===== src/rtl/pwm_capture.sv =====
// PWM capture: measures period and high time of an asynchronous PWM input
// in clk cycles, publishing each completed cycle with a one-cycle valid.
module pwm_capture #(
   parameter int W = 16
) (
   input  logic         clk,
   input  logic         reset_n,
   input  logic         enable,
   input  logic         pwm_in,
   output logic [W-1:0] period,
   output logic [W-1:0] high_time,
   output logic         valid,
   output logic         overflow
);

   typedef enum logic {
      S_IDLE,
      S_MEAS
   } state_t;

   localparam logic [W-1:0] CNT_MAX = '1;
   localparam logic [W-1:0] CNT_ONE = {{(W-1){1'b0}}, 1'b1};

   state_t       r_state;
   state_t       w_state_nxt;
   logic         r_s1;
   logic         r_s2;
   logic         r_s3;
   logic         w_rise;
   logic [W-1:0] r_per_cnt;
   logic [W-1:0] r_hi_cnt;
   logic [W-1:0] w_per_nxt;
   logic [W-1:0] w_hi_nxt;
   logic         w_cap;
   logic         w_ovf_set;

   // s3 is one cycle behind s2 so a rising edge lasts exactly one cycle
   always_ff @(posedge clk or negedge reset_n) begin
      if (!reset_n) begin
         r_s1 <= 1'b0;
         r_s2 <= 1'b0;
         r_s3 <= 1'b0;
      end else begin
         r_s1 <= pwm_in;
         r_s2 <= r_s1;
         r_s3 <= r_s2;
      end
   end

   assign w_rise = r_s2 & ~r_s3;

   always_ff @(posedge clk or negedge reset_n) begin
      if (!reset_n) begin
         r_state <= S_IDLE;
      end else begin
         r_state <= w_state_nxt;
      end
   end

   always_comb begin
      w_state_nxt = r_state;
      w_per_nxt   = '0;
      w_hi_nxt    = '0;
      w_cap       = 1'b0;
      w_ovf_set   = 1'b0;
      if (!enable) begin
         w_state_nxt = S_IDLE;
      end else begin
         unique case (r_state)
            S_IDLE: begin
               if (w_rise) begin
                  w_state_nxt = S_MEAS;
                  w_per_nxt   = CNT_ONE;
                  w_hi_nxt    = CNT_ONE;
               end
            end
            S_MEAS: begin
               // the edge cycle is already the first cycle of the next period
               if (w_rise) begin
                  w_cap     = 1'b1;
                  w_per_nxt = CNT_ONE;
                  w_hi_nxt  = CNT_ONE;
               end else if (r_per_cnt == CNT_MAX) begin
                  w_ovf_set   = 1'b1;
                  w_state_nxt = S_IDLE;
               end else begin
                  w_per_nxt = r_per_cnt + CNT_ONE;
                  w_hi_nxt  = r_s2 ? (r_hi_cnt + CNT_ONE) : r_hi_cnt;
               end
            end
            default: begin
               w_state_nxt = S_IDLE;
            end
         endcase
      end
   end

   always_ff @(posedge clk or negedge reset_n) begin
      if (!reset_n) begin
         r_per_cnt <= '0;
         r_hi_cnt  <= '0;
         period    <= '0;
         high_time <= '0;
         valid     <= 1'b0;
         overflow  <= 1'b0;
      end else begin
         r_per_cnt <= w_per_nxt;
         r_hi_cnt  <= w_hi_nxt;
         valid     <= w_cap;
         if (w_cap) begin
            period    <= r_per_cnt;
            high_time <= r_hi_cnt;
            overflow  <= 1'b0;
         end else if (w_ovf_set) begin
            overflow <= 1'b1;
         end
      end
   end

endmodule


===== config.mk =====
export PLATFORM = sky130hd
export DESIGN_NAME = pwm_capture
export DESIGN_NICKNAME = d
export VERILOG_FILES = /design/src/rtl/pwm_capture.sv
export SDC_FILE = /design/constraint.sdc
export NUM_CORES = 1
export LEC_CHECK = 0
export CAP_MARGIN = 20
export CORE_MARGIN = 5
export CORE_UTILIZATION = 35
export DETAILED_ROUTE_END_ITERATION = 7
export PLACE_DENSITY = 0.59
export SYNTH_ARGS = -nofsm -noshare
export SYNTH_HDL_FRONTEND = slang
export SYNTH_SLANG_ARGS = --single-unit

===== constraint.sdc =====
create_clock -name clk -period 1.6 [get_ports clk]
set_input_delay 0.24 -clock clk [delete_from_list [all_inputs] [get_ports clk]]
set_output_delay 0.24 -clock clk [all_outputs]
set_load 0.01 [all_outputs]

Word level (Yosys, flattened, before mapping)
Index checks and enable logic that the tools add are counted.
{"block": "word_totals", "regBits": 70, "inputBits": 4, "word_cells": 41, "out_inout_bits": 34}
{"block": "op_classes", "n_reduce_logical": 1, "n_eq_ne": 2, "n_bitwise": 3, "muxes": 23, "add_sub_neg": 2}
{"op": "$mux 16", "count": 7}
{"op": "$pmux 16 s2", "count": 2}
{"op": "$add 16x1->16 const B", "count": 2}
{"op": "$eq 16x16->1 const B", "count": 1}
{"op": "$mux 1", "count": 13}
{"op": "$ne 5x2->1 const B", "count": 1}
{"op": "$not 1->1", "count": 2}
{"op": "$pmux 1 s2", "count": 1}
{"op": "$reduce_bool 2->1", "count": 1}
{"op": "$and 1x1->1", "count": 1}

Longest topological paths before layout
Gate-level depths: netlist of the first run.
{"block": "logic_depth", "word_depth": 7, "mapped_depth": 6, "depth_no_buf": 5}

Worst setup path before layout of the first run
No wires, ideal clock.
{"block": "synth_timing", "path_kind": "flip-flop to flip-flop", "start": "register r_hi_cnt[0]", "end": "register r_hi_cnt[14]", "setup_slack_ps": -51, "setup_time_ps": 82, "path_stages_with_launch": 7, "arrival_time_ps": 1569, "required_ps": 1518, "path_buffers": 1, "period_less_slack_ps": 1651, "cell_sequence": "dfrtp_1 -> ha_1 -> and3_1 -> buf_2 -> nand3_1 -> or4_1 -> a31oi_1"}
{"block": "synth_via", "elab_chain_len": 6}
{"item": "start, declared", "line": "31", "rtl": "logic [W-1:0] r_hi_cnt;"}
{"item": "start signal, assigned", "line": "108", "rtl": "r_hi_cnt <= w_hi_nxt;"}
{"item": "$add 16x1->16", "line": "88", "rtl": "w_hi_nxt = r_s2 ? (r_hi_cnt + CNT_ONE) : r_hi_cnt;"}
{"item": "$mux 16", "line": "88"}
{"item": "$mux 16", "line": "83", "rtl": "end else if (r_per_cnt == CNT_MAX) begin"}
{"item": "$mux 16", "line": "79", "rtl": "if (w_rise) begin"}
{"item": "$pmux 16 s2", "line": "69", "rtl": "unique case (r_state)"}
{"item": "$mux 16", "line": "66", "rtl": "if (!enable) begin"}
No other way between the ends. The select of a mux whose other input is x is not followed.
A chain may end at the register's enable or synchronous reset.

Worst setup path in the final report of the first run
Same ends and word-level chain as after synthesis.

==> results of run 1 <==
[layer usage]
metal / GRT usage / vias to the layer above / wire, µm
li1: - / 1295 / -
met1: 0.1708 / 1266 / 3342
met2: 0.2313 / 57 / 3509
met3: 0.04283 / 6 / 349
met4: 0.04163 / 0 / 46
met5: 0 / - / 0
[Yosys cell counts (2+ instances only)]
cell type and instances:
a21oi_1 12, a22oi_1 3, a31oi_1 8, and2_1 3, and3_1 6, and4_1 4
buf_2 6, buf_4 5, clkbuf_1 6, dfrtp_1 70, ha_1 2, inv_1 3
nand2_1 113, nand3_1 11, nand4_1 8, nand4b_1 2, nor2_1 24, o211ai_1 3
o21ai_0 14, or3_1 5, or4_1 4, xnor2_1 2, xor2_1 10
[worst paths after layout]
| path | end | startpoint |
|---|---|---|
| worst max-delay path | r_hi_cnt[14] | r_hi_cnt[0] |
| worst min-delay path | r_s1 | pwm_in |
| worst max register to register | r_hi_cnt[14] | r_hi_cnt[0] |
| worst min register to register | r_s2 | r_s1 |
| max in group asynchronous | r_hi_cnt[2] | reset_n |
| min in group asynchronous | period[0] | reset_n |
[cells by family after synthesis]
| logic type | share of synthesized area |
|---|---|
| AND/OR/NAND/NOR | 0.2658 |
| flip-flops | 0.5647 |
| AO/OA/AOI/OAI | 0.09238 |
| buffers and inverters | 0.03509 |
| XOR/XNOR | 0.03388 |
| adder cells (fa/ha/maj) | 0.008066 |
[critical path: cells and delay by family (launching register included)]
kind | cells | cell delay, ns
simple gates | 3 | 0.76
flops | 1 | 0.42
fa+ha+maj | 1 | 0.16
compound gates | 1 | 0.14
[where the power goes]
group | switching, mW | internal (mW)
logic | 0.110 | 0.0683
registers | 0.0134 | 1.79
clock network | 0.644 | 0.598
total | 0.767 | 2.45
[through the flow]
step,setup TNS (ns),instance area (µm²),instances
floorplan,0,3110,337
global placement,-0.2191,3861,509
detailed placement,-0.8659,3861,509
CTS,-0.0001252,4051,525
global route,-0.07182,4079,526
finish,0,4079,526
[state kept, by name, summed over array words and instances (netlist names)]
name	cells
r_state	1
r_per_cnt	16
high_time	16
valid	1
r_hi_cnt	16
overflow	1
r_s1	1
r_s2	1
period	16
r_s3	1
[cell type report]
type	count	area [µm²]
fill	860	4599
sequential	70	1752
multi-input combinational	245	1280
timing repair buffer	84	730.7
clock buffer	12	145.1
tap	108	135.1
clock inverter	3	21.27
inverter	4	15.01
[what timing repair did]
action                                  in CTS  in global routing
resized for setup                            3                  7
hold buffers                                 1                  0
pin swaps                                    0                  2
endpoints found under the hold margin       70                  0
endpoints found under the setup margin       4                 16
gates cloned                                 0                  1
==> metrics.txt, run 1 <==
CP Cell Sequence=ha_4 > and3_4 > nand3_2 > or4_1 > a31oi_1; worst min path class=input pin to register; First-pass DRT Iterations=4; synthesized area=3102 µm²; Clock Skew=0.008259 ns; Worst Setup Start Kind=register; Post-synth ARST share=1.000; # nets final=420; Final Core Density=0.4700; count of cell types in the netlist=36; Place WS=-0.1120 ns; register-to-register setup slack=0.05 ns; Final Hold Violating Endpoints=0; first-pass GRT wire length=12,390 µm; most frequent cells in the layout=nand2_1 (112), dfrtp_1 (70), buf_4 (44), clkdlybuf4s50_1 (36), nor2_1 (24); die height=104.1 µm; Synth area leaders=dfrtp_1 (56%), nand2_1 (14%), nor2_1 (2.9%), xor2_1 (2.8%), o21ai_0 (2.3%); most common cell after layout, fill and taps aside=nand2_1; std cell rows=34; gr usage total=0.1382; Crit. End Element=register; average size of a mapped cell=9.204 µm²; Ports=38; TritonCTS clock tree=done; CTS max path bufs=2; layout cell share with drive strength beyond 1=0.1675; Post-synth EDFFs=0; antenna viol nets, final=0; endpoints failing setup=0; n_diodes=0; Setup CP Type=register to register; slew margin rel.=0.7210; Power, Total=3.221 mW; final worst-path cycle share=0.9697; Worst-path clk slew=0.07 ns; Slowest cell on crit path=or4_1; die area=10,850 µm²; Post-DP HPWL=4908 µm; CTS Buf Count=9; clock sinks=70; Main synth FF type=dfrtp_1; Worst-Skew Late Latency=0.34 ns; I/O Buffers=37; Max Fclk=644.5 MHz; DRT Wirelength=7248 µm; Vias/cell=4.989; syn nets=343; Synth Instances=337; max incr delay on CP=0.48 ns; crit path DAT=1.81 ns; Routed wire per std cell=13.78 µm; WHS=0.3311 ns; minimum clock period=1.552 ns; antenna violations before repair=0; VDD IR max=0.0005451 V; number of remaining DRC errors=0; Leak=1.928 nW; CP max FO=3; setup bufs post-CTS=0; PD cells=789.6 nW/µm²; status=complete, no violations; number of synthesized register bits=70; Syn. warnings=0; measured slew at the worst slew-check pin=0.4174 ns; sequential-to-total area share from yosys stat=0.5647; gpl congestion=0.8208; DRT iter0 DRCs=125; htree depth=3; GRT overflow=0; vias in the first global route=2,594; Die W=104.1 µm; Max Cap Violations=0; Starting Density=0.3574; Max Transition Viols Final=0; post-synth top area share=0.5647; Root Buffer=clkbuf_8; Synth area leader=dfrtp_1; Core ar.=8678 µm²; worst reg2reg path depth=5; hold depth=1; unrepaired setup endpoints after global routing=true; Area growth, synth to finish=31.50%; largest net degree at the start of global routing=71; Setup WS post-layout=0.04850 ns; data required time of the critical path=1.86 ns; via count=2,624
No activity file was read; power rests on OpenSTA's default activity.
==> run 2: changes to the inputs <==
- PLACE_DENSITY: 0.59 -> 0.57
- clock period: 1.6 -> 2 ns (I/O delays scaled with it)
==> metrics.txt, run 2 (synthesis results as in run 1) <==
TritonCTS clock tree=done; Worst Setup Start Kind=register; M2 GR Usage=0.2250 (-0.006375); Setup WS post-layout=0.2748 ns (+0.2263 ns); slew margin rel.=0.7504 (+0.02940); unrepaired setup endpoints after global routing=false; final worst-path cycle share=0.8626 (-0.1071); PD cells=679.4 nW/µm² (-14%); status=complete, no violations; Crit. End Element=register; DRT iter0 DRCs=98 (-22%); VDD IR max=0.0004200 V (-23%); crit path DAT=1.98 ns (+0.17 ns); Clock Skew=0.01110 ns (+0.002838 ns); Die W=104.1 µm (unchanged); layout cell share with drive strength beyond 1=0.08763 (-0.07984); GR Layer Usage met3=0.04718 (+0.004345); number of remaining DRC errors=0 (unchanged); measured slew at the worst slew-check pin=0.3744 ns (-0.04299 ns); most frequent cells in the layout=nand2_1 (113), dfrtp_1 (70), clkdlybuf4s50_1 (36), nor2_1 (24); endpoints failing setup=0 (unchanged); minimum clock period=1.725 ns (+0.1737 ns); data required time of the critical path=2.26 ns (+0.40 ns); Max Transition Viols Final=0 (unchanged); most common cell after layout, fill and taps aside=nand2_1; TNS Setup=0 ns (unchanged); Area growth, synth to finish=23.19%; gpl congestion=0.7861 (-4.2%); First-pass DRT Iterations=4 (unchanged); I/O Buffers=37 (unchanged); antenna violations before repair=0 (unchanged); Worst-path clk slew=0.07 ns (about the same); gr usage total=0.1342 (-0.004001); Starting Density=0.3574 (unchanged); Root Buffer=clkbuf_8; WHS=0.3551 ns (+0.02403 ns); Worst-Skew Late Latency=0.35 ns (about the same); Ports=38 (unchanged); Core ar.=8678 µm² (unchanged); Place WS=0.2618 ns (+0.3738 ns); GRT overflow=0 (unchanged); met1 Use GR=0.1638 (-0.006965); clock sinks=70 (unchanged); Max Cap Violations=0 (unchanged); Post-DP HPWL=4636 µm (-5.5%); CTS Buf Count=9 (unchanged); die height=104.1 µm (unchanged); via count=2,495 (-4.9%); GR peak layer=met2; CP max FO=9 (+6); n_diodes=0 (unchanged); die area=10,850 µm² (unchanged); std cell rows=34 (unchanged); setup bufs post-CTS=0 (unchanged); Routed wire per std cell=13.79 µm (about the same); Max Fclk=579.7 MHz (-10%); DRT Wirelength=6839 µm (-5.6%); Vias/cell=5.030 (+0.83%); CTS max path bufs=2 (unchanged); antenna viol nets, final=0 (unchanged); cell count after placement=479 (-5.9%); worst min path class=register to register; vias in the first global route=2,598 (+0.15%); Final Hold Violating Endpoints=0 (unchanged); first-pass GRT wire length=12,190 µm (-1.7%); Power, Total=2.596 mW (-19%); htree depth=3 (unchanged); Leak=1.776 nW (-7.9%); # nets final=389 (-7.4%); Post-Layout Cell Count=496 (-5.7%); Setup CP Type=register to register; largest net degree at the start of global routing=71 (unchanged)
==> run 2: cell count changes in the layout (fill, tap and decap cells not counted), sizes merged <==
cell	previous run	this run
clkinv	3	4
buf	47	16
clkbuf	12	13
clkinvlp	1	0
==> run 2: repair_timing <==
| item | CTS | global route |
|---|---|---|
| hold endpoints to repair | 69 | 0 |
| gates resized for setup | 0 | 0 |
| hold buffers | 1 | 0 |
==> run 2: cell type report <==
type / instances / area, µm²
flip-flops and latches: 70 / 1752
multi-input cells: 245 / 1241
repair buffers: 53 / 500.5
fillers: 862 / 4857
clock buffers: 13 / 158.9
well taps: 108 / 135.1
inverters: 4 / 15.01
clock inverters: 3 / 18.77
==> run 2: stage by stage <==
stage,utilization,cell area (µm²)
2_1_floorplan,-,3102
3_3_place_gp,0.4187,3633
3_5_place_dp,0.4187,3633
4_1_cts,0.4403,3821
5_1_grt,0.4403,3821
6_report,0.4403,3821
==> run 2: worst paths after layout <==
check	from	end	slack [ns]	depth (start not counted)
setup / recovery	r_hi_cnt[4]	r_hi_cnt[11]	0.27	4
hold / removal	r_s1	r_s2	0.36	0
setup reg to reg	r_hi_cnt[4]	r_hi_cnt[11]	0.27	4
hold reg to reg	r_s1	r_s2	0.36	0
max in group asynchronous	reset_n	high_time[11]	1.19	3
min in group asynchronous	reset_n	period[2]	0.50	3
==> run 2: power breakdown <==
group / switching (mW) / internal [mW]
clock: 0.510 / 0.517
sequential: 0.0154 / 1.43
combinational: 0.0787 / 0.0446
==> run 2: critical path, stage by stage (launching register included) <==
cell,delay (ns)
dfrtp_1,0.47
and3_1,0.38
nand2_1,0.20
or4_1,0.42
a31oi_1,0.17
==> run 2: per-layer routing <==
layer	part of all wire	routed length, µm
met3	0.051	348
met5	0	0
met2	0.49	3342
met1	0.45	3085
met4	0.0091	62
